--- src/rtl/wb_req_master_if.sv ---
// Core request/response port and Wishbone classic master bus of wb_req_master.
// The master modport is the wb_req_master side; slave is the core plus memory.
interface wb_req_master_if;
  logic        req_valid_i;
  logic        req_ready_o;
  logic        req_we_i;
  logic [63:0] req_addr_i;
  logic [63:0] req_data_i;
  logic [7:0]  req_sel_i;
  logic        rsp_valid_o;
  logic        rsp_we_o;
  logic [63:0] rsp_data_o;
  logic        rsp_err_o;
  logic        wbm_cycle_o;
  logic        wbm_strobe_o;
  logic        wbm_we_o;
  logic [63:0] wbm_addr_o;
  logic [63:0] wbm_data_o;
  logic [7:0]  wbm_sel_o;
  logic [63:0] wbm_data_i;
  logic        wbm_ack_i;

  modport master (
    input  req_valid_i, req_we_i, req_addr_i,
    input  req_data_i, req_sel_i,
    input  wbm_data_i, wbm_ack_i,
    output req_ready_o,
    output rsp_valid_o, rsp_we_o, rsp_data_o, rsp_err_o,
    output wbm_cycle_o, wbm_strobe_o, wbm_we_o,
    output wbm_addr_o, wbm_data_o, wbm_sel_o
  );

  modport slave (
    output req_valid_i, req_we_i, req_addr_i,
    output req_data_i, req_sel_i,
    output wbm_data_i, wbm_ack_i,
    input  req_ready_o,
    input  rsp_valid_o, rsp_we_o, rsp_data_o, rsp_err_o,
    input  wbm_cycle_o, wbm_strobe_o, wbm_we_o,
    input  wbm_addr_o, wbm_data_o, wbm_sel_o
  );
endinterface

--- src/rtl/wb_req_master.sv ---
// Queued Wishbone classic single-cycle master with ack watchdog.
// Define WB_REQ_MASTER_STATS_EN to add saturating rd/wr/err counters.
module wb_req_master #(
  parameter int QUEUE_AW       = 2,
  parameter int TIMEOUT_CYCLES = 255
) (
  input logic              sys_clock_i,
  input logic              sys_reset_i,
  wb_req_master_if.master  bus
`ifdef WB_REQ_MASTER_STATS_EN
  ,
  output logic [31:0]      stat_rd_o,
  output logic [31:0]      stat_wr_o,
  output logic [31:0]      stat_err_o
`endif
);

  localparam int DEPTH = 1 << QUEUE_AW;
  localparam logic [QUEUE_AW:0] CNT_FULL = (QUEUE_AW+1)'(DEPTH);
  localparam logic [QUEUE_AW:0] CNT_ONE  = (QUEUE_AW+1)'(1);
  localparam logic [QUEUE_AW-1:0] PTR_ONE = QUEUE_AW'(1);
  localparam logic [7:0] TO_LAST = 8'(TIMEOUT_CYCLES - 1);

  typedef struct packed {
    logic        we;
    logic [63:0] addr;
    logic [63:0] data;
    logic [7:0]  sel;
  } req_t;

  typedef enum logic [1:0] {
    IDLE,
    BUS,
    RESP
  } state_t;

  req_t                q_mem [DEPTH];
  logic [QUEUE_AW-1:0] wr_ptr_q, rd_ptr_q;
  logic [QUEUE_AW:0]   count_q;
  logic                full, push, pop;
  req_t                head, in_req;

  state_t      state_q, state_d;
  logic [7:0]  cnt_q, cnt_d;
  logic        cyc_q, cyc_d;
  logic        we_q, we_d;
  logic [63:0] addr_q, addr_d;
  logic [63:0] wdat_q, wdat_d;
  logic [7:0]  sel_q, sel_d;
  logic        rv_q, rv_d;
  logic        rwe_q, rwe_d;
  logic [63:0] rdat_q, rdat_d;
  logic        rerr_q, rerr_d;

  // Ready comes from the registered count only, so a full queue
  // never accepts a push even while it is being popped.
  assign full   = (count_q == CNT_FULL);
  assign push   = bus.req_valid_i & ~full;
  assign head   = q_mem[rd_ptr_q];
  assign in_req = '{we:   bus.req_we_i,
                    addr: bus.req_addr_i,
                    data: bus.req_data_i,
                    sel:  bus.req_sel_i};

  always_ff @(posedge sys_clock_i) begin
    if (push) q_mem[wr_ptr_q] <= in_req;
  end

  always_ff @(posedge sys_clock_i) begin
    if (!sys_reset_i) begin
      wr_ptr_q <= '0;
      rd_ptr_q <= '0;
      count_q  <= '0;
    end else begin
      if (push) wr_ptr_q <= wr_ptr_q + PTR_ONE;
      if (pop)  rd_ptr_q <= rd_ptr_q + PTR_ONE;
      unique case ({push, pop})
        2'b10:   count_q <= count_q + CNT_ONE;
        2'b01:   count_q <= count_q - CNT_ONE;
        default: count_q <= count_q;
      endcase
    end
  end

  always_comb begin
    state_d = state_q;
    cnt_d   = cnt_q;
    cyc_d   = cyc_q;
    we_d    = we_q;
    addr_d  = addr_q;
    wdat_d  = wdat_q;
    sel_d   = sel_q;
    rv_d    = rv_q;
    rwe_d   = rwe_q;
    rdat_d  = rdat_q;
    rerr_d  = rerr_q;
    pop     = 1'b0;
    unique case (state_q)
      IDLE: begin
        if (count_q != '0) begin
          pop     = 1'b1;
          cyc_d   = 1'b1;
          we_d    = head.we;
          addr_d  = head.addr;
          wdat_d  = head.we ? head.data : '0;
          sel_d   = head.sel;
          cnt_d   = '0;
          state_d = BUS;
        end
      end
      BUS: begin
        // Ack has priority over a watchdog expiry in the same cycle.
        if (bus.wbm_ack_i) begin
          cyc_d   = 1'b0;
          rv_d    = 1'b1;
          rwe_d   = we_q;
          rdat_d  = we_q ? '0 : bus.wbm_data_i;
          rerr_d  = 1'b0;
          state_d = RESP;
        end else if (cnt_q == TO_LAST) begin
          cyc_d   = 1'b0;
          rv_d    = 1'b1;
          rwe_d   = we_q;
          rdat_d  = '0;
          rerr_d  = 1'b1;
          state_d = RESP;
        end else begin
          cnt_d = cnt_q + 8'd1;
        end
      end
      RESP: begin
        rv_d    = 1'b0;
        state_d = IDLE;
      end
      default: state_d = IDLE;
    endcase
  end

  always_ff @(posedge sys_clock_i) begin
    if (!sys_reset_i) begin
      state_q <= IDLE;
      cnt_q   <= '0;
      cyc_q   <= 1'b0;
      we_q    <= 1'b0;
      addr_q  <= '0;
      wdat_q  <= '0;
      sel_q   <= '0;
      rv_q    <= 1'b0;
      rwe_q   <= 1'b0;
      rdat_q  <= '0;
      rerr_q  <= 1'b0;
    end else begin
      state_q <= state_d;
      cnt_q   <= cnt_d;
      cyc_q   <= cyc_d;
      we_q    <= we_d;
      addr_q  <= addr_d;
      wdat_q  <= wdat_d;
      sel_q   <= sel_d;
      rv_q    <= rv_d;
      rwe_q   <= rwe_d;
      rdat_q  <= rdat_d;
      rerr_q  <= rerr_d;
    end
  end

  assign bus.req_ready_o  = ~full;
  assign bus.rsp_valid_o  = rv_q;
  assign bus.rsp_we_o     = rwe_q;
  assign bus.rsp_data_o   = rdat_q;
  assign bus.rsp_err_o    = rerr_q;
  assign bus.wbm_cycle_o  = cyc_q;
  assign bus.wbm_strobe_o = cyc_q;
  assign bus.wbm_we_o     = we_q;
  assign bus.wbm_addr_o   = addr_q;
  assign bus.wbm_data_o   = wdat_q;
  assign bus.wbm_sel_o    = sel_q;

`ifdef WB_REQ_MASTER_STATS_EN
  always_ff @(posedge sys_clock_i) begin
    if (!sys_reset_i) begin
      stat_rd_o  <= '0;
      stat_wr_o  <= '0;
      stat_err_o <= '0;
    end else if (rv_q) begin
      if (rerr_q) begin
        if (stat_err_o != '1) stat_err_o <= stat_err_o + 32'd1;
      end else if (rwe_q) begin
        if (stat_wr_o != '1) stat_wr_o <= stat_wr_o + 32'd1;
      end else begin
        if (stat_rd_o != '1) stat_rd_o <= stat_rd_o + 32'd1;
      end
    end
  end
`endif

endmodule

--- src/flat_wrapper.sv ---
// flat-port wrapper written by rule: the top's interface ports become plain ports
module wb_req_master_flat 
#(
  parameter int QUEUE_AW       = 2,
  parameter int TIMEOUT_CYCLES = 255
)
  (sys_clock_i, sys_reset_i, bus_req_valid_i, bus_req_we_i, bus_req_addr_i, bus_req_data_i, bus_req_sel_i, bus_wbm_data_i, bus_wbm_ack_i, bus_req_ready_o, bus_rsp_valid_o, bus_rsp_we_o, bus_rsp_data_o, bus_rsp_err_o, bus_wbm_cycle_o, bus_wbm_strobe_o, bus_wbm_we_o, bus_wbm_addr_o, bus_wbm_data_o, bus_wbm_sel_o);
  wb_req_master_if bus_i ();
  input logic sys_clock_i;
  input logic sys_reset_i;
  input wire logic [$bits(bus_i.req_valid_i)-1:0] bus_req_valid_i;
  input wire logic [$bits(bus_i.req_we_i)-1:0] bus_req_we_i;
  input wire logic [$bits(bus_i.req_addr_i)-1:0] bus_req_addr_i;
  input wire logic [$bits(bus_i.req_data_i)-1:0] bus_req_data_i;
  input wire logic [$bits(bus_i.req_sel_i)-1:0] bus_req_sel_i;
  input wire logic [$bits(bus_i.wbm_data_i)-1:0] bus_wbm_data_i;
  input wire logic [$bits(bus_i.wbm_ack_i)-1:0] bus_wbm_ack_i;
  output wire logic [$bits(bus_i.req_ready_o)-1:0] bus_req_ready_o;
  output wire logic [$bits(bus_i.rsp_valid_o)-1:0] bus_rsp_valid_o;
  output wire logic [$bits(bus_i.rsp_we_o)-1:0] bus_rsp_we_o;
  output wire logic [$bits(bus_i.rsp_data_o)-1:0] bus_rsp_data_o;
  output wire logic [$bits(bus_i.rsp_err_o)-1:0] bus_rsp_err_o;
  output wire logic [$bits(bus_i.wbm_cycle_o)-1:0] bus_wbm_cycle_o;
  output wire logic [$bits(bus_i.wbm_strobe_o)-1:0] bus_wbm_strobe_o;
  output wire logic [$bits(bus_i.wbm_we_o)-1:0] bus_wbm_we_o;
  output wire logic [$bits(bus_i.wbm_addr_o)-1:0] bus_wbm_addr_o;
  output wire logic [$bits(bus_i.wbm_data_o)-1:0] bus_wbm_data_o;
  output wire logic [$bits(bus_i.wbm_sel_o)-1:0] bus_wbm_sel_o;
  assign bus_i.req_valid_i = bus_req_valid_i;
  assign bus_i.req_we_i = bus_req_we_i;
  assign bus_i.req_addr_i = bus_req_addr_i;
  assign bus_i.req_data_i = bus_req_data_i;
  assign bus_i.req_sel_i = bus_req_sel_i;
  assign bus_i.wbm_data_i = bus_wbm_data_i;
  assign bus_i.wbm_ack_i = bus_wbm_ack_i;
  assign bus_req_ready_o = bus_i.req_ready_o;
  assign bus_rsp_valid_o = bus_i.rsp_valid_o;
  assign bus_rsp_we_o = bus_i.rsp_we_o;
  assign bus_rsp_data_o = bus_i.rsp_data_o;
  assign bus_rsp_err_o = bus_i.rsp_err_o;
  assign bus_wbm_cycle_o = bus_i.wbm_cycle_o;
  assign bus_wbm_strobe_o = bus_i.wbm_strobe_o;
  assign bus_wbm_we_o = bus_i.wbm_we_o;
  assign bus_wbm_addr_o = bus_i.wbm_addr_o;
  assign bus_wbm_data_o = bus_i.wbm_data_o;
  assign bus_wbm_sel_o = bus_i.wbm_sel_o;
  wb_req_master #(.QUEUE_AW(QUEUE_AW), .TIMEOUT_CYCLES(TIMEOUT_CYCLES)) u_core (.sys_clock_i(sys_clock_i), .sys_reset_i(sys_reset_i), .bus(bus_i));
endmodule
--- config.mk ---
export PLATFORM = sky130hd
export DESIGN_NAME = wb_req_master_flat
export DESIGN_NICKNAME = d
export VERILOG_FILES = /design/src/rtl/wb_req_master_if.sv /design/src/rtl/wb_req_master.sv /design/src/flat_wrapper.sv
export SDC_FILE = /design/constraint.sdc
export NUM_CORES = 1
export LEC_CHECK = 0
export BUFFER_PORTS_ARGS = -buffer_cell sky130_fd_sc_hd__buf_2
export CAP_MARGIN = 15
export CORE_MARGIN = 5
export CORE_UTILIZATION = 25
export CTS_CLUSTER_SIZE = 10
export DETAILED_ROUTE_END_ITERATION = 6
export PLACE_DENSITY = 0.39
export RECOVER_POWER = 100
export SETUP_SLACK_MARGIN = 0.1
export SYNTH_ARGS = -nofsm -noshare
export SYNTH_HDL_FRONTEND = slang
export SYNTH_SLANG_ARGS = --single-unit
export TNS_END_PERCENT = 1
--- constraint.sdc ---
create_clock -name sys_clock_i -period 4.4 [get_ports sys_clock_i]
set_input_delay 0 -clock sys_clock_i [delete_from_list [all_inputs] [get_ports sys_clock_i]]
set_output_delay 0 -clock sys_clock_i [all_outputs]
set_load 0.005 [all_outputs]
After elaboration in Yosys (flattened, before gate mapping)

Memory sizes are Yosys's and may differ from the RTL's. A register that Yosys moved wholly into a read port is not among the register bits.
Cells that the tools add are included.

Word-level logic and storage cells: 73
Memory bits (writable): 548
Input port bits: 205
Bits in registers: 222
Output and inout port bits: 207
Memories kept: 1

$add $sub $neg: 5
Muxes and demuxes: 29
Reduce and logical (&&, ||, !) cells: 12
Bitwise gates (word level): 2
Equal/unequal tests: 10

Memories:

| name         | words | bits a word | rd ports | clocked after memory_dff | write ports | line                | text |
|---|---|---|---|---|---|---|---|
| u_core.q_mem | 4     | 137         | 1        | 1                        | 1           | wb_req_master.sv:37 | `req_t q_mem [DEPTH];` |

Operator list:

| operator                                             | count |
|---|---|
| 2-to-1 mux 64 bit                                    | 4 |
| 2-to-1 mux 8 bit                                     | 3 |
| one-hot mux 8 bit (2 select lines)                   | 1 |
| 2-to-1 mux 1 bit                                     | 12 |
| 2-to-1 mux 2 bit                                     | 5 |
| adder 8 x 1 -> 8 bit (second input constant)         | 1 |
| equality test 8 bit (second input constant)          | 1 |
| AND reduction 2 bit                                  | 4 |
| nonzero test 2 bit                                   | 4 |
| one-hot mux 3 bit (2 select lines)                   | 1 |
| adder 2 x 1 -> 2 bit (second input constant)         | 2 |
| equality test 2 x 1 -> 1 bit (second input constant) | 2 |
| equality test 2 bit (second input constant)          | 2 |
| != test 2 bit (second input constant)                | 2 |
| one-hot mux 1 bit (2 select lines)                   | 2 |
| one-hot mux 2 bit (2 select lines)                   | 1 |
| AND reduction 4 bit                                  | 1 |
| adder 3 x 1 -> 3 bit (second input constant)         | 1 |
| equality test 3 bit (second input constant)          | 1 |
| != test 3 x 2 -> 1 bit (second input constant)       | 1 |
| AND reduction 3 bit                                  | 1 |
| nonzero test 3 bit                                   | 1 |
| subtractor 3 x 1 -> 3 bit (second input constant)    | 1 |
| logical NOT 2 bit                                    | 1 |
| other kinds (3)                                      | 3 |

Logic depth before layout (Yosys ltp)

Word-level depth: 5
Depth in mapped cells: 11
Mapped depth without buffers: 10

Worst setup path after synthesis

OpenSTA, ideal clock, no wires.

Path type: register to register
From: register u_core.count_q[0]
To: memory u_core.q_mem[0][0] in the netlist's numbering, enable pin
Buffers on the path: 0
Period minus slack after synthesis: 4360 ps
Data required time: 3886 ps
Cell stages (with the launch flop): 3
Library setup time: 514 ps
Path slack: 40 ps
Data arrival time: 3846 ps
Cells stage by stage: dfxtp_1 or3b_1 and3_1

Word-level cells in the longest chain between the ends: 5

Ends and longest elaborated chain:

| what                                   | line                | text |
|---|---|---|
| start: declaration                     | wb_req_master.sv:39 | `logic [QUEUE_AW:0] count_q;` |
| start signal: assignment               | wb_req_master.sv:78 | `2'b10: count_q <= count_q + CNT_ONE;` |
| start signal: assignment               | wb_req_master.sv:79 | `2'b01: count_q <= count_q - CNT_ONE;` |
| start signal: assignment               | wb_req_master.sv:80 | `default: count_q <= count_q;` |
| equality test 3 bit                    | wb_req_master.sv:57 | `assign full = (count_q == CNT_FULL);` |
| NOT 1 bit                              | --                  |  |
| named net bus_req_ready_o              | flat_wrapper.sv:18  | `output wire logic [$bits(bus_i.req_ready_o)-1:0] bus_req_ready_o;` |
| AND 1 bit                              | wb_req_master.sv:58 | `assign push = bus.req_valid_i & ~full;` |
| 2-to-1 mux 1 bit                       | wb_req_master.sv:66 | `if (push) q_mem[wr_ptr_q] <= in_req;` |
| 2-to-1 mux 1 bit (implied by the code) | wb_req_master.sv:66 |  |
| end: declaration                       | wb_req_master.sv:37 |  |

The timed path passes the listed nets, and every way through them passes these cells.

Final worst setup path

From: register u_core.cnt_q[0]
To: register u_core.rdat_q[29] (netlist: u_core.bus.rsp_data_o[29])

Word-level cells in the longest chain between the ends: 3

Ends and longest elaborated chain:

| what                          | line                 | text |
|---|---|---|
| start: declaration            | wb_req_master.sv:44  | `logic [7:0] cnt_q, cnt_d;` |
| start signal: assignment      | wb_req_master.sv:154 | `cnt_q <= cnt_d;` |
| equality test 8 bit           | wb_req_master.sv:120 | `end else if (cnt_q == TO_LAST) begin` |
| nonzero test 2 bit (no line)  | --                   |  |
| AND reduction 2 bit (no line) | --                   |  |
| end signal: assignment        | wb_req_master.sv:162 | `rdat_q <= rdat_d;` |
| end: declaration              | wb_req_master.sv:52  | `logic [63:0] rdat_q, rdat_d;` |

No other way between the ends.
A chain may end at the register's enable or synchronous reset.

==> metrics.txt <==
most frequent cells in the layout=edfxtp_1 (548), clkbuf_1 (350), dlygate4sd3_1 (240), dfxtp_1 (222), nand2_1 (195); num rows=121; Finish-stage setup viols=0; area grow syn2layout=31.5%; fin crit period=between 3000 and 4000 ps; CTS tree=done; post-CTS sizing=0; post-route non-filler standard cell count=3,747; clk root buf=clkbuf_16; Max Transition Viols Final=581; post-CTS setup buffers=0; Setup crit end kind=register; share of cells above drive strength 1=around 18%; syn_area_per_cell=18.3 µm²; DP Area=31,300 µm²; Worst R2R End=u_core.bus.rsp_data_o[29]; Worst-Skew Late Latency=just under 700 ps; failing checks=max-capacitance violations, max-slew violations; core box area=109,000 µm²; DP HPWL=42.2 mm; EDFF count, synth=548; CP Class=reg2reg; worst reg2reg startpoint=u_core.cnt_q[0]; Post-route DRC=0; Starting Density=25.2%; final instance area=36,200 µm²; Worst path slowest cell=clkbuf_1; Final ANT Viol Nets=0; dominant synthesized flop cell=edfxtp_1; Critical Path Start Type=register; vias per cell=4.26; CTS H-tree lvls=3; fraction of registers with async set/reset=0%; Max Fanout on Critical Path=18; worst-margin pin slew=1970 ps; Die ar.=~120,000 µm²; wire per inst=roughly 20 µm; Clk pin slew, worst setup/hold paths=60 ps; hold_ws=98.4 ps; via count=roughly 16,000; cts hold-fix bufs=240; final WL=75.4 mm; area of the mapped netlist=27,500 µm²; largest net degree at the start of global routing=112; YS warnings=0; DR pass1 iterations=4; number of buffers created by CTS=93; DR iter-0 viols=approximately 650; Worst Path Required=4940 ps; maximum root-to-sink buffer count=3; status=finished, violations left; initial antenna violation count=8; Reg2Reg Depth=8; GRT overflow=0; Crit. Startpoint=u_core.cnt_q[0]; first-pass GRT wire length=112 mm; Syn Inst Count=around 1,500; Die Span Y=342 µm; TNS Setup=0 ps; worst path cell trace=inv_1 -> ha_1 -> and3_1 -> a21o_1 -> nand2_1 -> clkbuf_1 -> mux2i_1 -> dlygate4sd3_1; Pleak=0.0121 µW; Clock Skew=26.2 ps; slowest stage delay, CP=970 ps; net count after synthesis=1,722; sequential area share after synthesis=76.1%; IO buf count=between 400 and 500; setup slack, reg-to-reg=1040 ps; commonest non-fill, non-tap cell in the layout=edfxtp_1; Critical Path AT=3910 ps; io pins=412; max-cap violations=12; Max IR drop VDD=0.000311 V; #FFs+latches synth=772; final hold violation count=0; Critical Path End=u_core.bus.rsp_data_o[29]; DP Cell Count=3,328; total power=roughly 22,000 µW; vias in the first global route=17,346; final RePlAce weighted congestion=0.749; GRT Util Overall=between 10% and 20%; Yosys cell types=51; achievable frequency=0.297 GHz; Worst slew margin=-31.3%; P per Cell Area=595 nW/µm²; Final #Nets=2,406; chip width=342 µm; TritonCTS Sinks=772; Tcrit/Tclk final=76.5%; Worst Hold Class=in2reg; RSZ-0062 raised after global routing=no
==> report_power, final <==
part / internal (µW) / switching, µW
clock network: 4330 / 3050
registers: 9090 / 536
logic: 1820 / 2700
total: 15200 / 6290
==> Yosys cell counts (7+ instances only) <==
cell type	count	area [µm²]
buf_6	10	113
mux4_2	137	3090
and3_1	7	43.8
mux2i_1	21	210
dfxtp_1	224	4480
buf_1	8	30.0
a21oi_1	83	415
buf_2	33	165
edfxtp_1	548	16500
nor2_1	9	33.8
ha_1	11	138
o21ai_0	7	35.0
inv_1	12	45.0
clkbuf_1	31	116
nand2_1	195	732
a22o_1	108	946
==> registers in the layout, summed over array words and instances (netlist names), named ones only <==
register / count
u_core.bus.rsp_err_o: 1
u_core.cnt_q: 8
u_core.bus.rsp_valid_o: 1
u_core.rd_ptr_q: 2
u_core.bus.wbm_sel_o: 8
u_core.bus.rsp_data_o: 64
u_core.bus.rsp_we_o: 1
u_core.state_q: 2
u_core.bus.wbm_addr_o: 64
u_core.q_mem: 548
u_core.bus.wbm_data_o: 64
u_core.wr_ptr_q: 2
u_core.bus.wbm_cycle_o: 1
u_core.bus.wbm_we_o: 1
u_core.count_q: 3
==> worst max-delay path, delay by kind of cell (launching register included) <==
family	cells	cell delay, ps
flops	1	410
simple gates	2	440
fa+ha+maj	1	230
mux	1	230
compound gates	1	250
buf+inv	3	1680
==> cell families (layout without fill, tap and decap cells) <==
group / after synthesis / after routing / synth area share, %
flops: 772 / 772 / 76.1
simple gates: 238 / 238 / 3.64
other cells: 0 / 5 / 0
fa+ha+maj: 12 / 12 / 0.573
buf+inv: 99 / 860 / 1.81
mux: 158 / 158 / 12.0
xor+xnor: 5 / 5 / 0.159
compound gates: 221 / 221 / 5.73
==> routing by layer <==
layer	vias up	part of all wire (%)	track usage (%)
li1	7312	-	-
met1	8131	42	15.6
met2	388	49	21.7
met3	126	6.2	3.70
met4	8	2.5	3.59
met5	-	0.066	0
==> how the worst min path moves through the flow <==
stage,from,endpoint,slack [ps],depth (start not counted)
floorplan,bus_req_sel_i[0],u_core.q_mem[0][0],100,0
global placement,bus_req_data_i[56],u_core.q_mem[0][64],210,1
detailed placement,bus_req_addr_i[18],u_core.q_mem[3][90],220,1
CTS,bus_req_data_i[28],u_core.q_mem[3][36],5,2
global route,bus_wbm_data_i[60],u_core.bus.rsp_data_o[60],50,3
finish,bus_wbm_data_i[60],u_core.bus.rsp_data_o[60],100,3
==> per-stage QoR <==
stage	utilization [%]	worst slack (ps)
floorplan	-	40.5
global placement	28.7	1790
detailed placement	28.7	1770
CTS	33.6	1120
global route	33.1	792
finish	33.1	1040
==> layout make-up <==
type	count	area, µm²
Tap cell	1476	1850
Multi-Input combinational cell	634	6080
Inverter	14	57.6
Clock inverter	17	269
Antenna cell	5	12.5
Timing Repair Buffer	674	4290
Clock buffer	155	2670
Fill cell	10691	73000
Sequential cell	772	20900
Note: power is estimated with default switching activity, not from simulation.
